==> src/rtl/comp_flag_gen_if.sv <==
// rtl/comp_flag_gen_if.sv - compare request/result bundle for comp_flag_gen
// Signals:
//   start    : request a compare (driven by master)
//   a, b     : WIDTH-bit operands (driven by master)
//   sign     : 1 = two's-complement compare, 0 = unsigned (driven by master)
//   busy     : compare in progress (driven by slave)
//   done     : one-cycle pulse, flags valid from this cycle (driven by slave)
//   less_out : A < B (driven by slave)
//   eql_out  : A == B (driven by slave)
interface comp_flag_gen_if #(
  parameter int WIDTH = 32
);
  logic             start;
  logic [WIDTH-1:0] a;
  logic [WIDTH-1:0] b;
  logic             sign;
  logic             busy;
  logic             done;
  logic             less_out;
  logic             eql_out;

  modport master (
    output start, a, b, sign,
    input  busy, done, less_out, eql_out
  );

  modport slave (
    input  start, a, b, sign,
    output busy, done, less_out, eql_out
  );
endinterface

==> src/rtl/comp_flag_gen.sv <==
// rtl/comp_flag_gen.sv - iterative MSB-first magnitude comparator producing less/eql flags
// Ports:
//   clk   : rising-edge clock
//   rst_n : asynchronous active-low reset
//   bus   : comp_flag_gen_if slave (start/a/b/sign in, busy/done/less_out/eql_out out)
// Greater-than is reported as less_out=0, eql_out=0.
module comp_flag_gen #(
  parameter int WIDTH = 32,
  parameter int DIGIT = 4
) (
  input  logic            clk,
  input  logic            rst_n,
  comp_flag_gen_if.slave  bus
);

  localparam int NDIG = WIDTH / DIGIT;
  localparam int IDXW = (NDIG > 1) ? $clog2(NDIG) : 1;
  localparam logic [WIDTH-1:0] MSB_MASK = {1'b1, {(WIDTH-1){1'b0}}};

  typedef enum logic {
    S_IDLE = 1'b0,
    S_SCAN = 1'b1
  } state_t;

  state_t           r_state;
  state_t           w_state_nxt;

  logic [WIDTH-1:0] r_a;
  logic [WIDTH-1:0] r_b;
  logic [IDXW-1:0]  r_idx;
  logic             r_done;
  logic             r_less;
  logic             r_eql;

  logic [DIGIT-1:0] w_dig_a;
  logic [DIGIT-1:0] w_dig_b;
  logic             w_accept;
  logic             w_differ;
  logic             w_last;
  logic             w_decide;

  // Operands are shifted left each SCAN cycle, so the digit under test is
  // always the top DIGIT bits; r_idx only tracks how many digits remain.
  assign w_dig_a  = r_a[WIDTH-1 -: DIGIT];
  assign w_dig_b  = r_b[WIDTH-1 -: DIGIT];
  assign w_differ = (w_dig_a != w_dig_b);
  assign w_last   = (r_idx == '0);
  assign w_accept = (r_state == S_IDLE) && bus.start;
  assign w_decide = (r_state == S_SCAN) && (w_differ || w_last);

  // State register
  always_ff @(posedge clk or negedge rst_n) begin
    if (!rst_n) begin
      r_state <= S_IDLE;
    end else begin
      r_state <= w_state_nxt;
    end
  end

  // Next-state logic
  always_comb begin
    w_state_nxt = r_state;
    case (r_state)
      S_IDLE: if (bus.start) w_state_nxt = S_SCAN;
      S_SCAN: if (w_differ || w_last) w_state_nxt = S_IDLE;
      default: w_state_nxt = S_IDLE;
    endcase
  end

  // Outputs: busy decodes the state, the rest come straight from registers
  always_comb begin
    bus.busy     = (r_state == S_SCAN);
    bus.done     = r_done;
    bus.less_out = r_less;
    bus.eql_out  = r_eql;
  end

  // Operand, digit-index and result registers
  always_ff @(posedge clk or negedge rst_n) begin
    if (!rst_n) begin
      r_a    <= '0;
      r_b    <= '0;
      r_idx  <= '0;
      r_done <= 1'b0;
      r_less <= 1'b0;
      r_eql  <= 1'b0;
    end else begin
      r_done <= 1'b0;
      if (w_accept) begin
        // Flipping both MSBs maps two's-complement order onto unsigned order.
        r_a   <= bus.a ^ (bus.sign ? MSB_MASK : '0);
        r_b   <= bus.b ^ (bus.sign ? MSB_MASK : '0);
        r_idx <= IDXW'(NDIG - 1);
      end else if (w_decide) begin
        r_done <= 1'b1;
        r_less <= (w_dig_a < w_dig_b);
        r_eql  <= !w_differ;
      end else if (r_state == S_SCAN) begin
        r_a   <= r_a << DIGIT;
        r_b   <= r_b << DIGIT;
        r_idx <= r_idx - 1'b1;
      end
    end
  end

endmodule

==> src/flat_wrapper.sv <==
// flat-port wrapper written by rule: the top's interface ports become plain ports
module comp_flag_gen_flat 
#(
  parameter int WIDTH = 32,
  parameter int DIGIT = 4
)
  (clk, rst_n, bus_start, bus_a, bus_b, bus_sign, bus_busy, bus_done, bus_less_out, bus_eql_out);
  comp_flag_gen_if #(.WIDTH(WIDTH)) bus_i ();
  input  logic clk;
  input  logic rst_n;
  input wire logic [$bits(bus_i.start)-1:0] bus_start;
  input wire logic [$bits(bus_i.a)-1:0] bus_a;
  input wire logic [$bits(bus_i.b)-1:0] bus_b;
  input wire logic [$bits(bus_i.sign)-1:0] bus_sign;
  output wire logic [$bits(bus_i.busy)-1:0] bus_busy;
  output wire logic [$bits(bus_i.done)-1:0] bus_done;
  output wire logic [$bits(bus_i.less_out)-1:0] bus_less_out;
  output wire logic [$bits(bus_i.eql_out)-1:0] bus_eql_out;
  assign bus_i.start = bus_start;
  assign bus_i.a = bus_a;
  assign bus_i.b = bus_b;
  assign bus_i.sign = bus_sign;
  assign bus_busy = bus_i.busy;
  assign bus_done = bus_i.done;
  assign bus_less_out = bus_i.less_out;
  assign bus_eql_out = bus_i.eql_out;
  comp_flag_gen #(.WIDTH(WIDTH), .DIGIT(DIGIT)) u_core (.clk(clk), .rst_n(rst_n), .bus(bus_i));
endmodule
==> config.mk <==
export PLATFORM = sky130hd
export DESIGN_NAME = comp_flag_gen_flat
export DESIGN_NICKNAME = d
export VERILOG_FILES = /design/src/rtl/comp_flag_gen_if.sv /design/src/rtl/comp_flag_gen.sv /design/src/flat_wrapper.sv
export SDC_FILE = /design/constraint.sdc
export NUM_CORES = 1
export LEC_CHECK = 0
export CAP_MARGIN = 25
export CELL_PAD_IN_SITES_DETAIL_PLACEMENT = 0
export CELL_PAD_IN_SITES_GLOBAL_PLACEMENT = 2
export CORE_MARGIN = 5
export CORE_UTILIZATION = 32
export DETAILED_ROUTE_END_ITERATION = 12
export GPL_ROUTABILITY_DRIVEN = 0
export GPL_TIMING_DRIVEN = 0
export PLACE_DENSITY_LB_ADDON = 0.1
export SLEW_MARGIN = 15
export SYNTH_ARGS = -nofsm -noshare
export SYNTH_HDL_FRONTEND = slang
export SYNTH_SLANG_ARGS = --single-unit
==> constraint.sdc <==
create_clock -name clk -period 3.64 [get_ports clk]
set_input_delay 0.364 -clock clk [delete_from_list [all_inputs] [get_ports clk]]
set_output_delay 0.364 -clock clk [all_outputs]
set_load 0.02 [all_outputs]
==> results.md <==
- Syn-to-layout area delta: 35.21%
- Post-detail-place hpwl: ~6.5 mm
- Antenna violations before repair: 0
- Gate count after technology mapping: 382
- Cell area reported after detailed placement: 4160 sq um
- Effective utilization at floorplan: 0.3311
- Number of buffers added for setup after CTS: 0
- Wire length on met1: 4.422 mm
- Count of final setup violators: 0
- Post-route fraction of the period consumed by the critical path: 0.5388
- Warnings, synthesis: 0
- Area contributors post-synth: dfrtp_1 (54%), nand2_1 (14%), nand3_1 (14%)
- Critical path type: flop to flop
- Bufs on Longest Clock Path: 2
- Antenna cell count: 0
- Clock tree from TritonCTS: yes
- Nets@finish: 540
- Final core utilization: 0.4476
- Switch Pwr: 1.072 mW
- Switching part of the total power: 0.3411
- DIE WIDTH: 111.0 um
- Final setup TNS: 0 ns
- Headroom to the max-slew limit: 0.6260
- Startpoint kind of the worst setup timing path: flop
- Wirelength per Cell: 14.72 um
- Internal power: 2.071 mW
- Congestion Overflow GR: 0
- Pin count of the biggest net entering global routing: 40
- Top achievable clock speed: 0.5099 GHz
- First-pass GRT wire length: 15.13 mm
- Quantity of I/O buffers inserted on ports: 71
- Iteration-0 DRC count of the detailed router: 105
- Data arrival time of the critical path: approximately 2.2 ns
- Layout cell share with drive strength beyond 1: 0.07219
- Design area: 4415 sq um
- Slew @ Worst Pin: 0.5609 ns
- Synthesized Nets: 456
- Highest routing layer actually used: met4
- Clock net sink count: 71
- Power Density: ~700 nW/um^2
- Overall die height: 111.0 um
- DRC violation count after routing: 0
- Worst voltage drop across the vdd grid: 298.8 uV
- Number of buffers added to fix hold violations after cts: 1
- Leak: 2.034 nW
- Relative contribution of combinational cells to total power: 0.316
- Number of gates resized after CTS: 0
- Vias after detailed routing: 2,832
- Max Slew Vio Count: 0
- Number of top-level pins: 72
- Maximum level of the CTS H-tree: 3
- Area of the die: 12,330 sq um
- Filler Cells Inserted: 1,019
- Max-capacitance violation count: 0
- Hold slack final: 0.4779 ns
- Clock skew after layout: around 0.0095 ns
- Aggregate routed wire length: 8.891 mm
- Clock Power Share: 0.247
- Clock buffer count from CTS: 9
- Netlist Area Pre-Place: between 3000 and 4000 sq um
- Post-synthesis sequential area ratio: 0.5441
- Unrepaired setup endpoints after global routing: false
- Post-Syn Area per Cell: roughly 8.5 sq um
- Post-synth top area cell: dfrtp_1
- Proportion of power drawn by flip-flops and latches: 0.436
- Clock latency of the later-clocked register in the worst-skew pair: 0.35 ns
- Detail Route met3 WL: 361 um
- Row Count: 36
- Total routing resource utilization after global routing: 0.1517
- Register area: between 1500 and 2000 sq um
- Vias in the first global route: 2,930
- Crit path required time: between 3 and 4 ns
- Share of Yosys cell area claimed by the top area cell type: 0.5441
- Hold Violations, Final: 0
- Largest fanout on the critical path: 10
- Combined area of the multi-input logic cells: 1286 sq um
- Library cell used as clock root buffer: clkbuf_8
- Number of routed nets with antenna violations: 0
- Result of the run: finished clean
- Class of the tightest hold or removal check: flop to flop
- Detailed-route vias per instance: roughly 4.7
- Kind of end point of the critical path: flop
- Area of the core: 9864 sq um
- Count of TritonRoute iterations in the first routing pass: 4
- Routed met2 length: 4.026 mm
- Clock transition at path regs: roughly 0.080 ns
- Number of library cell types mapped by synthesis: 23
- Flip-flop and latch count after synthesis: 71
- Final critical-path required period: 1.961 ns
## power by group through the flow
stage	sequential, mW	combinational (mW)	clock, mW
floorplan	1.33	0.683	0
global placement	1.38	0.990	0
detailed placement	1.38	1.01	0
CTS	1.37	1.02	0.803
global route	1.41	1.16	0.826
finish	1.37	0.994	0.778
## path summary, 6_finish.rpt
kind,from,endpoint,slack (ns),depth (start not counted)
max in group asynchronous,rst_n,u_core.r_b[25],2.57,3
setup reg to reg,u_core.r_b[31],u_core.r_b[3],1.68,7
min in group asynchronous,rst_n,u_core.bus.done,0.50,2
setup / recovery,u_core.r_b[31],u_core.r_b[3],1.68,7
hold / removal,u_core.r_a[7],u_core.r_a[11],0.48,2
hold reg to reg,u_core.r_a[7],u_core.r_a[11],0.48,2
## registers in the layout, indices dropped and copies added (netlist names)
signal / cells
u_core.r_b: 32
u_core.r_a: 32
u_core.bus.done: 1
u_core.bus.eql_out: 1
u_core.r_idx: 3
u_core.bus.less_out: 1
u_core.bus.busy: 1
## cells in the mapped netlist (all sizes together)
library cell  number
o211ai             1
xnor2              2
clkbuf             7
buf               21
dfrtp             71
nand2            122
nand2b             1
o21ai             15
a31oi              3
ha                 6
nor3b              1
nor3               1
nand4              1
inv                9
a21oi             19
nand3             89
nor2               9
or3b               1
nor2b              1
a22oi              2
## layout by cell type (no fill, tap or decap)
cell / synthesis / routed
a21oi_1: 19 / 19
a22oi_1: 2 / 2
a31oi_1: 3 / 3
buf_1: 5 / 5
buf_12: 0 / 1
buf_2: 9 / 9
buf_4: 0 / 1
buf_6: 7 / 7
bufinv_16: 0 / 3
clkbuf_1: 7 / 8
clkbuf_8: 0 / 10
clkdlybuf4s50_1: 0 / 70
clkinv_2: 0 / 1
dfrtp_1: 71 / 71
dlygate4sd3_1: 0 / 1
ha_1: 6 / 6
inv_1: 9 / 9
inv_6: 0 / 1
nand2_1: 122 / 122
nand2b_1: 1 / 1
nand3_1: 89 / 89
nand4_1: 1 / 1
nor2_1: 9 / 9
nor2b_1: 1 / 1
nor3_1: 1 / 1
nor3b_1: 1 / 1
o211ai_2: 1 / 1
o21ai_0: 12 / 12
o21ai_1: 3 / 3
or3b_1: 1 / 1
xnor2_1: 2 / 2
## critical path, cell delays in order (launching register included)
cell     delay (ns)
dfrtp_1        0.35
inv_1          0.05
ha_1           0.30
nand4_1        0.19
nor3b_1        0.26
buf_2          0.28
buf_2          0.28
o21ai_0        0.13
## stage by stage
| stage | instances | worst slack, ns | total power [mW] |
|---|---|---|---|
| floorplan | 382 | 1.917 | 2.015 |
| global placement | 586 | -0.4646 | 2.365 |
| detailed placement | 587 | 1.574 | 2.393 |
| CTS | 604 | 1.627 | 3.191 |
| global route | 604 | 1.407 | 3.400 |
| finish | 604 | 1.679 | 3.143 |
## kinds of logic (layout without fill, tap and decap cells)
| group | after synthesis | count (layout) | synth area share |
|---|---|---|---|
| XOR/XNOR | 2 | 2 | 0.005365 |
| adder cells (fa/ha/maj) | 6 | 6 | 0.02299 |
| buffers and inverters | 37 | 126 | 0.06207 |
| AND/OR/NAND/NOR | 226 | 226 | 0.2992 |
| flip-flops | 71 | 71 | 0.5441 |
| AO/OA/AOI/OAI | 40 | 40 | 0.06628 |
## area by class of cell
type / count / area share
clock inverter: 5 / 0.02352
multi-input combinational: 274 / 0.2913
sequential: 71 / 0.4024
clock buffer: 11 / 0.03202
inverter: 9 / 0.007651
timing repair buffer: 73 / 0.1672
buffer: 28 / 0.03825
tap: 133 / 0.03769
## layer usage
metal  vias up  track usage
met2        61       0.2310
met4         0      0.03650
li1       1436            -
met1      1330       0.2168
met5         -            0
met3         5      0.03876
No activity file was read; power rests on OpenSTA's default activity.
